--- src/rtl/prog_loader.sv ---
// prog_loader: boot sequencer that streams a program into instr_mem/data_memory,
// holds the cpu in reset while loading, then hands the data port to the cpu.
module prog_loader #(
    parameter int         INSTR_MEM_SIZE_BYTES = 1024,
    parameter int         MEM_SIZE_BYTES       = 1024,
    parameter int         BOOT_HOLD_CYCLES     = 4,
    parameter logic [2:0] LOAD_OP              = 3'b010
) (
    input  logic        clk,
    input  logic        resetn,
    input  logic        load_start,
    input  logic        s_valid,
    output logic        s_ready,
    input  logic [31:0] s_data,
    input  logic        s_last,
    output logic        cpu_resetn,
    output logic        imem_wr_en,
    output logic [31:0] imem_addr,
    output logic [31:0] imem_wdata,
    input  logic        cpu_mem_wr_en,
    input  logic [2:0]  cpu_mem_op,
    input  logic [31:0] cpu_mem_addr,
    input  logic [31:0] cpu_mem_data_in,
    output logic        mem_wr_en,
    output logic [2:0]  mem_op,
    output logic [31:0] mem_addr,
    output logic [31:0] mem_data_in,
    output logic        busy,
    output logic        done,
    output logic        err
);
    localparam int          CAP_I     = INSTR_MEM_SIZE_BYTES < MEM_SIZE_BYTES ? INSTR_MEM_SIZE_BYTES : MEM_SIZE_BYTES;
    localparam logic [31:0] CAP       = 32'(CAP_I);
    localparam int          HW        = $clog2(BOOT_HOLD_CYCLES) + 1;
    localparam logic [HW-1:0] HOLD_LAST = HW'(BOOT_HOLD_CYCLES - 1);

    typedef enum logic [1:0] {IDLE, LOAD, HOLD, RUN} state_t;

    state_t        state, state_n;
    logic [31:0]   addr, wr_addr, wr_data;
    logic [HW-1:0] hold_cnt;
    logic          wr_pend, accept, fits, start, run;

    assign run    = state == RUN;
    assign accept = state == LOAD && s_valid;
    assign start  = load_start && (state == IDLE || run);
    // addr never advances past CAP, so addr + 4 cannot overflow
    assign fits   = (addr + 32'd4) <= CAP;

    always_comb begin
        state_n = state;
        case (state)
            IDLE:    state_n = load_start ? LOAD : IDLE;
            LOAD:    state_n = accept && s_last ? HOLD : LOAD;
            HOLD:    state_n = hold_cnt == HOLD_LAST ? RUN : HOLD;
            default: state_n = load_start ? LOAD : RUN;
        endcase
    end

    always_ff @(posedge clk) begin
        if (!resetn) begin
            state    <= IDLE;
            addr     <= '0;
            wr_addr  <= '0;
            wr_data  <= '0;
            wr_pend  <= 1'b0;
            hold_cnt <= '0;
            err      <= 1'b0;
        end else begin
            state    <= state_n;
            wr_pend  <= accept && fits;
            hold_cnt <= state == HOLD ? hold_cnt + 1'b1 : '0;
            if (accept && fits) begin
                wr_addr <= addr;
                wr_data <= s_data;
                addr    <= addr + 32'd4;
            end
            if (accept && !fits)
                err <= 1'b1;
            if (start) begin
                addr <= '0;
                err  <= 1'b0;
            end
        end
    end

    assign s_ready     = state == LOAD;
    assign cpu_resetn  = run;
    assign done        = run;
    assign busy        = state == LOAD || state == HOLD;
    assign imem_wr_en  = wr_pend;
    assign imem_addr   = wr_addr;
    assign imem_wdata  = wr_data;
    assign mem_wr_en   = run ? cpu_mem_wr_en   : wr_pend;
    assign mem_op      = run ? cpu_mem_op      : LOAD_OP;
    assign mem_addr    = run ? cpu_mem_addr    : wr_addr;
    assign mem_data_in = run ? cpu_mem_data_in : wr_data;
endmodule

--- config.mk ---
export PLATFORM = sky130hd
export DESIGN_NAME = prog_loader
export DESIGN_NICKNAME = d
export VERILOG_FILES = /design/src/rtl/prog_loader.sv
export SDC_FILE = /design/constraint.sdc
export NUM_CORES = 1
export LEC_CHECK = 0
export ABC_CLOCK_PERIOD_IN_PS = 6400
export CORE_MARGIN = 8
export CORE_UTILIZATION = 45
export DETAILED_ROUTE_END_ITERATION = 7
export GPL_TIMING_DRIVEN = 0
export PLACE_DENSITY_LB_ADDON = 0.2
export REMOVE_ABC_BUFFERS = 1
export SYNTH_ARGS = -nofsm -noshare
export SYNTH_HDL_FRONTEND = slang
export SYNTH_SLANG_ARGS = --single-unit
--- constraint.sdc ---
create_clock -name clk -period 6.4 [get_ports clk]
set_input_delay 1.92 -clock clk [delete_from_list [all_inputs] [get_ports clk]]
set_output_delay 1.92 -clock clk [all_outputs]
set_load 0.05 [all_outputs]
==> impl_metrics.env, run 1 <==
export IMPL_fillers=885
export IMPL_grt_total_usage_pct=21.3
export IMPL_routed_via_count=5070
export IMPL_postSynth_topFlopCell="sky130_fd_sc_hd__dfxtp_1"
export IMPL_worst_hold_path_num_cells=1
export IMPL_yosys_warnings=0
export IMPL_share_of_final_layout_standard_cells_stronger_than_drive_strength_1_pct=12.8
export IMPL_crit_path_top_delay_cell="sky130_fd_sc_hd__clkdlybuf4s50_1"
export IMPL_yosysSeqAreaShare_pct=38.9
export IMPL_layout_cells_most_common_list="sky130_fd_sc_hd__clkdlybuf4s50_1, sky130_fd_sc_hd__dfxtp_1, sky130_fd_sc_hd__mux2_2"
export IMPL_regArea_sq_um=1980
export IMPL_cts_htree_levels=3
export IMPL_timing_hold_violations_final=0
export IMPL_synth_top_area_share_pct=38.9
export IMPL_clock_buffers_created_by_tritoncts=9
export IMPL_grt_start_max_net_pins=74
export IMPL_cts_clk_slew_worst_paths_ns=0.06
export IMPL_leakage_nw=2.87
export IMPL_routed_vias_inst=5.57
export IMPL_crit_required_ns=4.48
export IMPL_port_buffer_count=240
export IMPL_timing_rr_end="imem_addr[31]$_SDFFE_PN0P_"
export IMPL_worstSkewPairLatency_ns=0.35
export IMPL_gr_total_overflow=0
export IMPL_timing_setup_critical_path_class="input pin to output port"
export IMPL_hold_path_endpoint="hold_cnt[0]$_SDFF_PN0_"
export IMPL_mostFrequentLayoutCell="sky130_fd_sc_hd__clkdlybuf4s50_1"
export IMPL_hp_start="hold_cnt[0]$_SDFF_PN0_"
export IMPL_setup_total_negative_slack_ns=0
export IMPL_synth_top_family_by_area="simple AND/OR/NAND/NOR gates"
export IMPL_hpwl_dp_mm=12.3
export IMPL_post_cts_setup_repair_buffer_count=0
export IMPL_gp_routability_congestion=0.887
export IMPL_startpoint="cpu_mem_data_in[29]"
export IMPL_wl_per_cell_um=18.4
export IMPL_clock_sink_count=99
export IMPL_endpoint_kind="output port"
export IMPL_synth_xor_area_share_pct=1.03
export IMPL_grt_pass1_vias=5093
export IMPL_antenna_cells=0
export IMPL_muxShareOfSynthArea_pct=14.9
export IMPL_finalMaxSlewViolations=0
export IMPL_synthTopCellsByArea="sky130_fd_sc_hd__dfxtp_1, sky130_fd_sc_hd__mux2_2, sky130_fd_sc_hd__nand3_1, sky130_fd_sc_hd__a21oi_1, sky130_fd_sc_hd__o21ai_0"
export IMPL_skew_ns=0.00910
export IMPL_synth_largest_area_cell="sky130_fd_sc_hd__dfxtp_1"
export IMPL_die_w_um=122
export IMPL_synth_lib_cells_used_distinct=61
export IMPL_worst_path_max_fanout=1
export IMPL_hold_worst_slack_ns=0.421
export IMPL_crit_arrival_ns=3.37
export IMPL_reg2regPathDepth=9
export IMPL_detailed_routing_iterations_pass_1=5
export IMPL_core_area_sq_um=11200
export IMPL_path_cells="clkdlybuf4s50_1 -> mux2_2 -> clkdlybuf4s50_1"
export IMPL_core_rowCount=39
export IMPL_timing_max_slew_rel_slack_pct=19.1
export IMPL_clock_tree_buffer_depth=2
export IMPL_finalCriticalPeriod_ns=5.29
export IMPL_max_slew_worst_pin_slew_ns=1.21
export IMPL_max_cap_violations=0
export IMPL_postSynthCellCount=562
export IMPL_postSynthRegisterBits=99
export IMPL_post_synth_fa_ha_maj_area_fraction_pct=1.96
export IMPL_fmaxAchievable_mhz=189
export IMPL_internal_reg_to_reg_setup_slack_ns=2.16
export IMPL_postSynthAreaPerCell_sq_um=9.07
export IMPL_number_of_synthesized_flops_with_an_enable_pin=0
export IMPL_initial_antenna_violation_count=0
export IMPL_finalNetCount=875
export IMPL_drt_iter0_markers=363
export IMPL_setup_worst_path_start_class="input pin"
export IMPL_post_cts_hold_buffer_count=0
export IMPL_post_cts_resized_instances=0
export IMPL_grt_pass1_wl_mm=26.0
export IMPL_critical_path_max_stage_delay_ns=0.82
export IMPL_setup_repair_after_global_routing_missed_its_margin="false"
export IMPL_layout_area_overhead_vs_synth_pct=52.3
export IMPL_hold_class="flop to flop"
export IMPL_power_per_cell_area_nw_per_um2=186
export IMPL_starting_utilization_of_the_core_area_pct=45.4
export IMPL_cts_root_buf="sky130_fd_sc_hd__clkbuf_16"
export IMPL_min_period_over_period_pct=82.6
export IMPL_die_area_sq_um=15000
export IMPL_post_synth_instance_area_sq_um=5090
export IMPL_route_antenna_remaining_nets=0
export IMPL_io_pins=243
export IMPL_routed_wirelength_mm=16.8
export IMPL_area_occupied_by_multi_input_gates_sq_um=2830
export IMPL_tritoncts_clock_tree="built"
export IMPL_run_status="completed"
export IMPL_synthSimpleGateAreaFrac_pct=20.1
export IMPL_die_y_um=122
export IMPL_synth_async_sr_flop_share_pct=0
export IMPL_drc=0
export IMPL_cp_common_cell="sky130_fd_sc_hd__clkdlybuf4s50_1"
export IMPL_synth_area_in_compound_gates_pct=16.9
export IMPL_vdd_drop_max_mv=0.115
export IMPL_finalSetupViolCount=0
export IMPL_rr_startpoint="addr[2]$_SDFFE_PP0P_"
==> flip-flops by register name, summed over array words and instances, names as in the netlist <==
signal / cells
hold_cnt: 3
imem_addr: 30
addr: 30
err: 1
imem_wr_en: 1
state: 2
imem_wdata: 32
==> power by group <==
group / total (mW) / leakage, nW / internal (mW) / switching (mW)
registers: 0.637 / 0.800 / 0.627 / 0.00991
clock network: 0.510 / 0.133 / 0.266 / 0.244
logic: 0.298 / 1.94 / 0.129 / 0.169
total: 1.45 / 2.87 / 1.02 / 0.422
==> worst max-delay path, delay by kind of cell <==
kind | cells | cell delay, ns
buffers and inverters | 2 | 1.29
muxes | 1 | 0.15
==> cells in the mapped netlist (4+ instances only) <==
cell and instances:
sky130_fd_sc_hd__a21oi_1 46, sky130_fd_sc_hd__a31o_1 18, sky130_fd_sc_hd__and2_1 5, sky130_fd_sc_hd__and3_1 23, sky130_fd_sc_hd__buf_1 4, sky130_fd_sc_hd__buf_2 7
sky130_fd_sc_hd__buf_4 10, sky130_fd_sc_hd__buf_6 4, sky130_fd_sc_hd__clkbuf_1 30, sky130_fd_sc_hd__dfxtp_1 99, sky130_fd_sc_hd__ha_1 8, sky130_fd_sc_hd__inv_1 6
sky130_fd_sc_hd__mux2_2 63, sky130_fd_sc_hd__mux2i_1 5, sky130_fd_sc_hd__nand2_1 20, sky130_fd_sc_hd__nand2b_1 8, sky130_fd_sc_hd__nand3_1 59, sky130_fd_sc_hd__nand4_1 12
sky130_fd_sc_hd__nor2_1 16, sky130_fd_sc_hd__nor3_1 4, sky130_fd_sc_hd__nor4_1 8, sky130_fd_sc_hd__o21ai_0 45, sky130_fd_sc_hd__or3_1 8
==> final cells by class <==
type | instances | share of cell area (%)
Multi-Input combinational cell | 402 | 36.4
Timing Repair Buffer | 243 | 31.8
Sequential cell | 99 | 25.5
Clock buffer | 9 | 2.90
Tap cell | 143 | 2.31
Clock inverter | 7 | 0.694
Inverter | 7 | 0.339
==> through the flow <==
| stage | std cells | power (mW) | area (sq um) | setup slack [ns] | utilization, % |
|---|---|---|---|---|---|
| 3_3_place_gp | 891 | 0.938 | 7400 | 0.385 | 65.9 |
| 5_1_grt | 910 | 1.49 | 7760 | 1.08 | 69.1 |
| 2_1_floorplan | 508 | 0.805 | 4820 | 0.860 | - |
| 4_1_cts | 909 | 1.45 | 7730 | 1.11 | 68.9 |
| 3_5_place_dp | 893 | 0.947 | 7450 | 1.11 | 66.4 |
| 6_report | 910 | 1.45 | 7760 | 1.11 | 69.1 |
==> how the worst max path moves through the flow <==
stage / end / slack [ns] / cells past startpoint
final: mem_data_in[29] / 1.11 / 3
after global routing: mem_data_in[29] / 1.08 / 3
after CTS: mem_addr[4] / 1.11 / 3
after detailed placement: mem_addr[4] / 1.11 / 3
after global placement: addr[7]$_SDFFE_PP0P_ / 0.38 / 5
after floorplan: mem_op[1] / 0.86 / 2
==> metal layers <==
metal	GRT usage [%]	up-vias	wire length, um	share of wire, %
li1	-	2457	-	-
met1	24.0	2362	6740	40
met2	36.8	230	8050	48
met3	7.36	21	1700	10
met4	7.62	0	288	1.7
met5	0	-	0	0
==> cells by family after synthesis <==
kind of cell	Yosys count
AO/OA/AOI/OAI	139
XOR/XNOR	6
adder cells (fa/ha/maj)	8
buffers and inverters	62
flip-flops	99
multiplexers	68
other	1
AND/OR/NAND/NOR	179
Note: power is estimated with default switching activity, not from simulation.
==> run 2, diff against run 1 <==
ABC_CLOCK_PERIOD_IN_PS = 4900   (was 6400)
CORE_UTILIZATION = 41   (was 45)
clock period = 4.9 ns   (was 6.4 ns; I/O delays follow)
==> run 2 against run 1 <==
  * Global-route usage down 0.40 points
  * Final cell count up 2.6%
  * Wire length up 6.3%
  * Utilization down 4.7 points
  * Via count up 2.0%
  * Final area up 0.19%
  * Sequential share of layout area about the same
  * Count of clock-buffer cells in the layout up 2
  * Die area up 8.5%
  * Critical path depth up 5
  * Non-clock buffer count down 1
  * Sequential power up 31%
==> impl_metrics.env, run 2 (synthesis results as in run 1) <==
export IMPL_worst_path_max_fanout=54
export IMPL_grt_total_usage_pct=20.9
export IMPL_fmaxAchievable_mhz=226
export IMPL_grt_pass1_vias=5126
export IMPL_worstSkewPairLatency_ns=0.35
export IMPL_drt_iter0_markers=302
export IMPL_timing_setup_critical_path_class="flop to flop"
export IMPL_hold_class="flop to flop"
export IMPL_mostFrequentLayoutCell="sky130_fd_sc_hd__clkdlybuf4s50_1"
export IMPL_post_cts_setup_repair_buffer_count=0
export IMPL_clock_tree_buffer_depth=2
export IMPL_clock_buffers_created_by_tritoncts=9
export IMPL_layout_cells_most_common_list="sky130_fd_sc_hd__clkdlybuf4s50_1, sky130_fd_sc_hd__dfxtp_1, sky130_fd_sc_hd__mux2_2"
export IMPL_grt_start_max_net_pins=74
export IMPL_finalNetCount=874
export IMPL_hpwl_dp_mm=12.9
export IMPL_skew_ns=0.0103
export IMPL_io_pins=243
export IMPL_share_of_final_layout_standard_cells_stronger_than_drive_strength_1_pct=12.7
export IMPL_cts_root_buf="sky130_fd_sc_hd__clkbuf_16"
export IMPL_run_status="completed"
export IMPL_detailed_routing_iterations_pass_1=4
export IMPL_cts_clk_slew_worst_paths_ns=0.07
export IMPL_finalSetupViolCount=0
export IMPL_starting_utilization_of_the_core_area_pct=42.2
export IMPL_power_per_cell_area_nw_per_um2=245
export IMPL_timing_max_slew_rel_slack_pct=22.0
export IMPL_gr_total_overflow=0
export IMPL_routed_wirelength_mm=17.8
export IMPL_crit_arrival_ns=4.71
export IMPL_wl_per_cell_um=19.1
export IMPL_max_slew_worst_pin_slew_ns=1.16
export IMPL_crit_required_ns=5.19
export IMPL_die_w_um=127
export IMPL_timing_hold_violations_final=0
export IMPL_die_y_um=127
export IMPL_routed_via_count=5171
export IMPL_setup_worst_path_start_class="flop"
export IMPL_post_cts_resized_instances=0
export IMPL_leakage_nw=2.86
export IMPL_tritoncts_clock_tree="built"
export IMPL_min_period_over_period_pct=90.2
export IMPL_route_antenna_remaining_nets=0
export IMPL_grt_pass1_wl_mm=27.5
export IMPL_initial_antenna_violation_count=0
export IMPL_endpoint_kind="flop"
export IMPL_drc=0
export IMPL_port_buffer_count=240
export IMPL_finalMaxSlewViolations=0
export IMPL_design_area_sq_um=7770
export IMPL_largest_register_ff_count=32
export IMPL_core_area_sq_um=12100
export IMPL_detailed_place_area_sq_um=7480
export IMPL_post_cts_hold_buffer_count=0
export IMPL_antenna_cells=0
export IMPL_cts_htree_levels=3
export IMPL_vdd_drop_max_mv=0.139
export IMPL_max_cap_violations=0
export IMPL_routed_vias_inst=5.54
export IMPL_finalCriticalPeriod_ns=4.42
export IMPL_setup_total_negative_slack_ns=0
export IMPL_gp_routability_congestion=0.870
export IMPL_setup_repair_after_global_routing_missed_its_margin="false"
export IMPL_die_area_sq_um=16200
export IMPL_layout_area_overhead_vs_synth_pct=52.6
export IMPL_clock_sink_count=99
export IMPL_core_rowCount=40
-- run 2: cell types whose count changed in the layout (fill, tap and decap cells not counted), sizes merged --
cell      delta
clkinv       -2
buf          -1
clkinvlp     -1
clkbuf       +2
inv          +1
-- run 2: worst paths after layout --
path,start,to,slack (ns),cells past startpoint
worst min-delay path,hold_cnt[0]$_SDFF_PN0_,hold_cnt[0]$_SDFF_PN0_,0.43,1
worst max-delay path,addr[5]$_SDFFE_PP0P_,imem_addr[12]$_SDFFE_PN0P_,0.48,8
worst min register to register,hold_cnt[0]$_SDFF_PN0_,hold_cnt[0]$_SDFF_PN0_,0.43,1
worst max register to register,addr[5]$_SDFFE_PP0P_,imem_addr[12]$_SDFFE_PN0P_,0.48,8
-- run 2: cell type report --
class	count	area, sq um
sequential	99	1980
inverter	7	26.3
multi-input combinational	402	2830
clock buffer	11	243
fill	1036	4290
clock inverter	5	45.0
tap	168	210
timing repair buffer	242	2440
-- run 2: worst max-delay path: stages (launching register included) --
cell	delay, ns
sky130_fd_sc_hd__dfxtp_1	0.55
sky130_fd_sc_hd__nand4_2	0.38
sky130_fd_sc_hd__nor3_1	0.59
sky130_fd_sc_hd__nand3_1	0.13
sky130_fd_sc_hd__a221oi_1	0.36
sky130_fd_sc_hd__and4bb_2	0.33
sky130_fd_sc_hd__nand4_4	0.59
sky130_fd_sc_hd__nor3_2	1.17
sky130_fd_sc_hd__a31o_2	0.22
-- run 2: layer usage --
| layer | GRT usage [%] | vias up | wire length (um) |
|---|---|---|---|
| met1 | 23.2 | 2447 | 7100 |
| met2 | 36.8 | 219 | 8860 |
| li1 | - | 2475 | - |
| met3 | 6.32 | 30 | 1520 |
| met4 | 8.12 | 0 | 361 |
| met5 | 0 | - | 0 |
-- run 2: report_power, final --
group | switching, mW | internal [mW]
clock network | 0.322 | 0.366
logic | 0.221 | 0.166
registers | 0.0134 | 0.819
total | 0.556 | 1.35
-- run 2: metrics by stage --
stage / instances / total power, mW / setup WS (ns) / util, % / hold WS [ns]
3_5_place_dp: 918 / 1.24 / 0.388 / 62.0 / 0.418
6_report: 934 / 1.91 / 0.479 / 64.4 / 0.428
4_1_cts: 934 / 1.92 / 0.483 / 64.4 / 0.428
5_1_grt: 934 / 1.98 / 0.128 / 64.4 / 0.442
3_3_place_gp: 916 / 1.23 / -0.657 / 61.6 / 0.405
2_1_floorplan: 508 / 1.05 / -0.190 / - / 0.397
